$ cat src/rtl/config_loader.sv
// ---------------------------------------------------------------------------
// config_loader
//   Loads the kFPGA core configuration shift register from a word stream.
//   A start pulse clears the register (cfg_nreset low for CLEAR_CYCLES),
//   then each accepted word is serialised LSB first, one bit per clock,
//   until exactly CONFIG_WIDTH bits have been shifted. The fabric reset
//   (core_nreset) is released only once loading has completed.
//
//   Optional feature macro: CONFIG_LOADER_CRC_EN
//     When defined, a CRC-16-CCITT (poly 0x1021, init 0xFFFF, MSB-first)
//     runs over every shifted bit. One trailer word is then accepted; a
//     mismatch with trailer[15:0] sets the sticky crc_error flag and keeps
//     the fabric in reset. When undefined, crc_error is tied low.
//
// Ports
//   clock       in   system/config clock, rising edge
//   nreset      in   asynchronous active-low reset
//   start       in   begin a load (honoured in IDLE or DONE)
//   abort       in   cancel a load, return to IDLE
//   word_data   in   bitstream word, LSB shifted first
//   word_valid  in   word_data valid
//   word_ready  out  word accepted this cycle when word_valid is high
//   cfg_bit     out  serial data to config_in
//   cfg_enable  out  shift enable to the config register
//   cfg_nreset  out  active-low clear of the config register
//   core_nreset out  active-low fabric reset
//   busy        out  load in progress
//   done        out  configuration complete
//   crc_error   out  sticky CRC mismatch flag
// ---------------------------------------------------------------------------
module config_loader #(
  parameter int CONFIG_WIDTH = 1602,
  parameter int WORD_WIDTH   = 32,
  parameter int CLEAR_CYCLES = 2
) (
  input  logic                  clock,
  input  logic                  nreset,
  input  logic                  start,
  input  logic                  abort,
  input  logic [WORD_WIDTH-1:0] word_data,
  input  logic                  word_valid,
  output logic                  word_ready,
  output logic                  cfg_bit,
  output logic                  cfg_enable,
  output logic                  cfg_nreset,
  output logic                  core_nreset,
  output logic                  busy,
  output logic                  done,
  output logic                  crc_error
);

  localparam int BCW = $clog2(CONFIG_WIDTH + 1);
  localparam int WIW = $clog2(WORD_WIDTH + 1);
  localparam int CCW = $clog2(CLEAR_CYCLES + 1);

  typedef enum logic [2:0] {
    S_IDLE, S_CLEAR, S_LOAD, S_SHIFT, S_CHECK, S_DONE
  } state_t;

  state_t                state_q, state_d;
  logic [CCW-1:0]        clr_cnt_q, clr_cnt_d;
  logic [BCW-1:0]        bit_cnt_q, bit_cnt_d;
  logic [WIW-1:0]        word_idx_q, word_idx_d;
  logic [WORD_WIDTH-1:0] buf_q, buf_d;

  logic word_ready_q, word_ready_d;
  logic cfg_bit_q, cfg_bit_d;
  logic cfg_enable_q, cfg_enable_d;
  logic cfg_nreset_q, cfg_nreset_d;
  logic core_nreset_q, core_nreset_d;
  logic busy_q, busy_d;
  logic done_q, done_d;
  logic crc_error_d;

`ifdef CONFIG_LOADER_CRC_EN
  logic [15:0] crc_q, crc_d;
  logic        crc_error_q;
`endif

  // word_ready_q mirrors LOAD/CHECK, so this is the accepted-word strobe.
  logic handshake;
  assign handshake = word_valid && word_ready_q;

  always_comb begin
    state_d     = state_q;
    clr_cnt_d   = clr_cnt_q;
    bit_cnt_d   = bit_cnt_q;
    word_idx_d  = word_idx_q;
    buf_d       = buf_q;
`ifdef CONFIG_LOADER_CRC_EN
    crc_d       = crc_q;
    crc_error_d = crc_error_q;
`else
    crc_error_d = 1'b0;
`endif

    case (state_q)
      S_IDLE: begin
        // abort outranks start, even when idle
        if (!abort && start) state_d = S_CLEAR;
      end
      S_DONE: begin
        if (abort)      state_d = S_IDLE;
        else if (start) state_d = S_CLEAR;
      end
      S_CLEAR: begin
        if (abort) begin
          state_d = S_IDLE;
        end else if (clr_cnt_q == CCW'(CLEAR_CYCLES - 1)) begin
          state_d = S_LOAD;
        end else begin
          clr_cnt_d = clr_cnt_q + CCW'(1);
        end
      end
      S_LOAD: begin
        // abort drops a word offered in the same cycle
        if (abort) begin
          state_d = S_IDLE;
        end else if (handshake) begin
          buf_d      = word_data;
          word_idx_d = '0;
          state_d    = S_SHIFT;
        end
      end
      S_SHIFT: begin
        if (abort) begin
          state_d = S_IDLE;
        end else begin
          buf_d      = buf_q >> 1;
          bit_cnt_d  = bit_cnt_q + BCW'(1);
          word_idx_d = word_idx_q + WIW'(1);
`ifdef CONFIG_LOADER_CRC_EN
          // buf_q[0] is the bit on cfg_bit this cycle
          crc_d = {crc_q[14:0], 1'b0} ^ ((crc_q[15] ^ buf_q[0]) ? 16'h1021 : 16'h0000);
`endif
          // The config width limit wins over word exhaustion, so the
          // unused upper bits of the final word are never shifted.
          if (bit_cnt_q == BCW'(CONFIG_WIDTH - 1)) begin
`ifdef CONFIG_LOADER_CRC_EN
            state_d = S_CHECK;
`else
            state_d = S_DONE;
`endif
          end else if (word_idx_q == WIW'(WORD_WIDTH - 1)) begin
            state_d = S_LOAD;
          end
        end
      end
      S_CHECK: begin
        if (abort) begin
          state_d = S_IDLE;
        end else if (handshake) begin
`ifdef CONFIG_LOADER_CRC_EN
          crc_error_d = (word_data[15:0] != crc_q);
`endif
          state_d = S_DONE;
        end
      end
      default: state_d = S_IDLE;
    endcase

    // Entering CLEAR resets all per-load bookkeeping.
    if (state_d == S_CLEAR && state_q != S_CLEAR) begin
      clr_cnt_d   = '0;
      bit_cnt_d   = '0;
      buf_d       = '0;
`ifdef CONFIG_LOADER_CRC_EN
      crc_d       = 16'hFFFF;
`endif
      crc_error_d = 1'b0;
    end

    // Outputs are registered images of the next state, so each output
    // lines up with the state it describes.
    word_ready_d  = (state_d == S_LOAD) || (state_d == S_CHECK);
    cfg_enable_d  = (state_d == S_SHIFT);
    cfg_bit_d     = (state_d == S_SHIFT) ? buf_d[0] : 1'b0;
    cfg_nreset_d  = (state_d != S_CLEAR);
    busy_d        = (state_d == S_CLEAR) || (state_d == S_LOAD) ||
                    (state_d == S_SHIFT) || (state_d == S_CHECK);
    done_d        = (state_d == S_DONE);
    core_nreset_d = (state_d == S_DONE) && !crc_error_d;
  end

  always_ff @(posedge clock or negedge nreset) begin
    if (!nreset) begin
      state_q       <= S_IDLE;
      clr_cnt_q     <= '0;
      bit_cnt_q     <= '0;
      word_idx_q    <= '0;
      buf_q         <= '0;
      word_ready_q  <= 1'b0;
      cfg_bit_q     <= 1'b0;
      cfg_enable_q  <= 1'b0;
      cfg_nreset_q  <= 1'b0;
      core_nreset_q <= 1'b0;
      busy_q        <= 1'b0;
      done_q        <= 1'b0;
`ifdef CONFIG_LOADER_CRC_EN
      crc_q         <= 16'hFFFF;
      crc_error_q   <= 1'b0;
`endif
    end else begin
      state_q       <= state_d;
      clr_cnt_q     <= clr_cnt_d;
      bit_cnt_q     <= bit_cnt_d;
      word_idx_q    <= word_idx_d;
      buf_q         <= buf_d;
      word_ready_q  <= word_ready_d;
      cfg_bit_q     <= cfg_bit_d;
      cfg_enable_q  <= cfg_enable_d;
      cfg_nreset_q  <= cfg_nreset_d;
      core_nreset_q <= core_nreset_d;
      busy_q        <= busy_d;
      done_q        <= done_d;
`ifdef CONFIG_LOADER_CRC_EN
      crc_q         <= crc_d;
      crc_error_q   <= crc_error_d;
`endif
    end
  end

  assign word_ready  = word_ready_q;
  assign cfg_bit     = cfg_bit_q;
  assign cfg_enable  = cfg_enable_q;
  assign cfg_nreset  = cfg_nreset_q;
  assign core_nreset = core_nreset_q;
  assign busy        = busy_q;
  assign done        = done_q;
`ifdef CONFIG_LOADER_CRC_EN
  assign crc_error   = crc_error_q;
`else
  assign crc_error   = 1'b0;
`endif

endmodule

$ cat config.mk
export PLATFORM = sky130hd
export DESIGN_NAME = config_loader
export DESIGN_NICKNAME = d
export VERILOG_FILES = /design/src/rtl/config_loader.sv
export SDC_FILE = /design/constraint.sdc
export NUM_CORES = 1
export LEC_CHECK = 0
export CORE_ASPECT_RATIO = 0.6
export CORE_MARGIN = 2
export CORE_UTILIZATION = 38
export DETAILED_ROUTE_END_ITERATION = 12
export PLACE_DENSITY = 0.68
export RECOVER_POWER = 25
export SYNTH_ARGS = -nofsm -noshare
export SYNTH_HDL_FRONTEND = slang
export SYNTH_SLANG_ARGS = --single-unit
$ cat constraint.sdc
create_clock -name clock -period 2.2 [get_ports clock]
set_input_delay 0.44 -clock clock [delete_from_list [all_inputs] [get_ports clock]]
set_output_delay 0.44 -clock clock [all_outputs]
set_load 0.01 [all_outputs]
Word-level counts from Yosys, hierarchy flattened:

Index checks and enable logic that the tools add are counted.

* flip-flop bits (word level): 60
* output and inout port bits: 8

* $add $sub $neg: 3
* eq/ne operators: 23
* multiplexer cells: 30
* reductions and logical operators: 17

Operator list (number)
* 32-bit two-way mux: 4
* 32-bit case mux with 2 select lines: 1
* 3-bit two-way mux: 12
* 11-bit two-way mux: 3
* 6-bit two-way mux: 3
* 3-bit case mux with 6 select lines: 1
* 3-bit by 2-bit equality test with 1-bit output, second input constant: 4
* 3-bit equality test, second input constant: 4
* 6-bit case mux with 2 select lines: 1
* 11-bit by 1-bit adder with 11-bit output, second input constant: 1
* 11-bit equality test, second input constant: 1
* 3-bit inequality test, second input constant: 3
* 2-bit two-way mux: 4
* 4-bit AND reduction: 2
* 6-bit by 1-bit adder with 6-bit output, second input constant: 1
* 3-bit by 1-bit equality test with 1-bit output, second input constant: 2
* 6-bit by 5-bit equality test with 1-bit output, second input constant: 1
* 2-bit inequality test, second input constant: 3
* 3-bit by 1-bit inequality test with 1-bit output, second input constant: 2
* 2-bit nonzero test: 3
* 1-bit logical OR: 4
* 2-bit by 1-bit inequality test with 1-bit output, second input constant: 2
* 1-bit logical AND: 3
* 3-bit zero test: 1
* other kinds (7): 7

Depth between registers and ports, before layout:

* depth in word-level cells: 9
* mapped depth: 8

Worst setup path after synthesis:

No wires, ideal clock.

* kind: flip-flop to flip-flop
* start: reg bit_cnt_q[1]
* end: reg buf_q[1]
* data arrival time: 1.827 ns
* data required time: 2.072 ns
* path slack: 0.245 ns
* cell stages (with the launch flop): 9
* clock period less this slack: 1.955 ns
* path through: dfrtp_1 > inv_1 > ha_1 > nor4b_2 > nand3_1 > a41o_1 > a211oi_4 > buf_6 > nor2_1

* longest elaborated chain between the ends: 8
* elaborated cells on any way between the ends: 12
* those cells by class: eq/ne: 5; mux: 4; reduce/logical: 3

Ends and longest elaborated chain
* start, declared: RTL line 62 `logic [BCW-1:0] bit_cnt_q, bit_cnt_d;`
* start signal, assigned: RTL line 206 `bit_cnt_q <= bit_cnt_d;`
* 11-bit equality test *: RTL line 138 `if (bit_cnt_q == BCW'(CONFIG_WIDTH - 1)) begin`
* 3-bit two-way mux *: RTL line 138
* 3-bit two-way mux *: RTL line 126 `if (abort) begin`
* 3-bit case mux with 6 select lines *: RTL line 97 `case (state_q)`
* 3-bit by 1-bit equality test with 1-bit output *: RTL line 163 `if (state_d == S_CLEAR && state_q != S_CLEAR) begin`
* 1-bit logical AND *: RTL line 163
* 3-bit inequality test (no line) or 3-bit nonzero test (tied branches)
* 4-bit AND reduction (no line)
* end signal, assigned: RTL line 208 `buf_q <= buf_d;`
* end, declared: RTL line 64 `logic [WORD_WIDTH-1:0] buf_q, buf_d;`

Every way passes the cells marked *; elsewhere a longest branch is shown, timed or not.
A chain may end at the register's enable or synchronous reset.

Worst setup path after layout:

* start: reg bit_cnt_q[1]
* end: reg buf_q[3]

Same word-level chain as after synthesis.

==> impl_metrics.toml <==
[floorplanning]
start_util = 0.389
die_w_um = 115
die_area_sq_um = 8070
core_sq_um = 7180
row_count = 24
die_y_um = 70.4
ioPinCount = 45

[placement]
gp_congestion = 0.809
dp_hpwl_um = 4080
place_area_sq_um = 3400
dp_slack_ns = 0.0158
portBuffers = 43
dp.cells = 389

[clock_network]
cts_tree = "built"
cts.path.max_buffers = 2
path_clk_slew_ns = 0.05
cts.sinks = 60
clock_latency_ns = 0.33
htreeDepth = 3
numCtsBuffers = 9
cts-root-buf = "clkbuf_16"

[grt]
grt_pass1_vias = 2200
grt_max_degree = 61
met2_usage = 0.233
overflow = 0
busiest_layer = "met1"
antenna_found_initial = 0
grt.total_usage = 0.173
grt_util_met1 = 0.251
grt_pass1_wl_um = 10900
grt_use_met3 = 0.0720

[cells_and_area]
final_area_sq_um = 3710
area_growth_pct = 32.9
finalCoreUtilization = 0.517
nNetsFinal = 354
fin_cells = 409
antenna_cells = 0
drive_above_1_share = 0.132

[synth]
yosysSeqAreaShare = 0.538
synth.ff_latch_count = 60
synth_edf_count = 0
synth.most_common_cell = "dfrtp_1"
syn_inst = 260
postSynthAreaPerCell_sq_um = 10.7
async_reset_ff_frac = 1.00
netlist_area_sq_um = 2790
synth_flop_cell = "dfrtp_1"
syn-num-nets = 301
synth_common_cells = "dfrtp_1 (60), nor2_1 (58), a222oi_1 (30), clkbuf_1 (9), xor2_1 (9)"
synth.area.top_cells = "dfrtp_1 (54%), a222oi_1 (11%), nor2_1 (7.8%), xor2_1 (2.8%), ha_1 (1.8%)"
synth_top_area_share = 0.538
yosysWarningCount = 0
synth_top_cell_by_area = "dfrtp_1"
yosysUniqueCellTypes = 43

[hold_path]
min_path_type = "flop to flop"

[sta]
slew_violations = 0
setup_slack_ns = 0.136
finalSetupTns_ns = 0
hold_viol = 0
slew_headroom = 0.00618
setup_violations = 0
skew_ns = 0.00339
fin_crit_sh = 0.938
fmax_ghz = 0.485
fin_crit_ns = 2.06
rsz0062_at_grt = "false"
worstMarginPinSlew_ns = 1.49

[route]
via_count = 2247
ant_nets = 0
drc = 0
first_pass_iters = 6
avgViaCountPerCell = 5.49
wl_um = 6240
wl_per_cell_um = 15.3
drtIter0Drc = 218

[critical_path]
crit_arrival_ns = 2.27
end_kind = "flop"
critical_path_class = "flop to flop"
start_kind = "flop"
crit_required_ns = 2.41
cp_max_fo = 20

[power]
ir_worst_vdd_mv = 0.319
power.density_nw_per_um2 = 812
p_leak_nw = 1.69

[flow_run]
cap_violations = 0

[status]
outcome = "finished, final reports clean"
-- where the power goes --
group	switching, mW	internal (mW)
combinational	0.253	0.268
clock	0.487	0.783
sequential	0.0528	1.17
-- cell usage in the layout (no fill, tap or decap), types with 2 or more instances in the layout --
cell / instances
dfrtp_1: 60
o21ai_0: 6
nor3_1: 2
nor2b_1: 2
a222oi_1: 30
a21o_1: 3
nand3_1: 7
nand4_1: 3
and4b_1: 2
inv_1: 6
clkdlybuf4s50_1: 42
and3_1: 2
xnor2_1: 5
nand2_1: 8
a21oi_1: 7
nor2_1: 58
clkbuf_16: 10
buf_4: 14
a22oi_1: 2
ha_1: 4
mux2_2: 2
clkinv_2: 4
buf_12: 3
xor2_1: 9
and4_1: 3
a211oi_1: 2
-- registers in the layout, indices dropped and copies added (netlist names) --
signal      flops
done            1
word_ready      1
clr_cnt_q       2
cfg_enable      1
state_q         3
cfg_nreset      1
buf_q          32
word_idx_q      6
cfg_bit         1
busy            1
bit_cnt_q      11
-- worst max-delay path, stage by stage, from the launching register on --
cell	delay, ns
dfrtp_1	0.41
inv_1	0.07
ha_1	0.14
nor4b_4	0.21
nand3_1	0.15
a41o_1	0.33
a211oi_4	0.24
buf_4	0.18
buf_12	0.15
nor2_1	0.06
-- routing by layer --
metal	part of all wire	vias up
li1	-	1073
met1	0.50	1100
met2	0.42	65
met3	0.071	9
met4	0.0091	0
met5	0	-
-- metrics by stage --
step	hold slack (ns)	total power [mW]
floorplan	0.144	1.52
global placement	0.474	1.72
detailed placement	0.477	1.73
CTS	0.121	3.01
global route	0.560	3.17
finish	0.530	3.01
-- kinds of logic (layout without fill, tap and decap cells) --
family,Yosys count,after routing,share of synthesized area
AND/OR/NAND/NOR,97,97,0.168
adder cells (fa/ha/maj),4,4,0.0179
multiplexers,2,2,0.00807
XOR/XNOR,14,14,0.0439
AO/OA/AOI/OAI,56,56,0.173
flip-flops,60,60,0.538
buffers and inverters,26,84,0.0498
other,1,1,0.00134
-- repair_timing --
| action | 4_1_cts | 5_1_grt |
|---|---|---|
| setup buffers | 0 | 3 |
| endpoints found under the setup margin | 0 | 45 |
| hold buffers | 0 | 0 |
| gates resized for setup | 0 | 1 |
-- final timing paths --
check                                     to         start  cells after the start  slack, ns
worst max-delay path                buf_q[3]  bit_cnt_q[1]                      9       0.14
worst min-delay path               buf_q[22]     buf_q[23]                      2       0.53
worst max register to register      buf_q[3]  bit_cnt_q[1]                      9       0.14
worst min register to register     buf_q[22]     buf_q[23]                      2       0.53
max in group asynchronous          buf_q[14]        nreset                      2       0.75
min in group asynchronous       bit_cnt_q[9]        nreset                      2       0.55
-- layout make-up --
cell class | instances | area (sq um)
clock buffer | 11 | 243
inverter | 6 | 22.5
timing repair buffer | 62 | 621
fill | 616 | 3470
clock inverter | 5 | 27.5
multi-input combinational | 174 | 1180
tap | 91 | 114
sequential | 60 | 1500
Power figures use the tool's default switching activity.
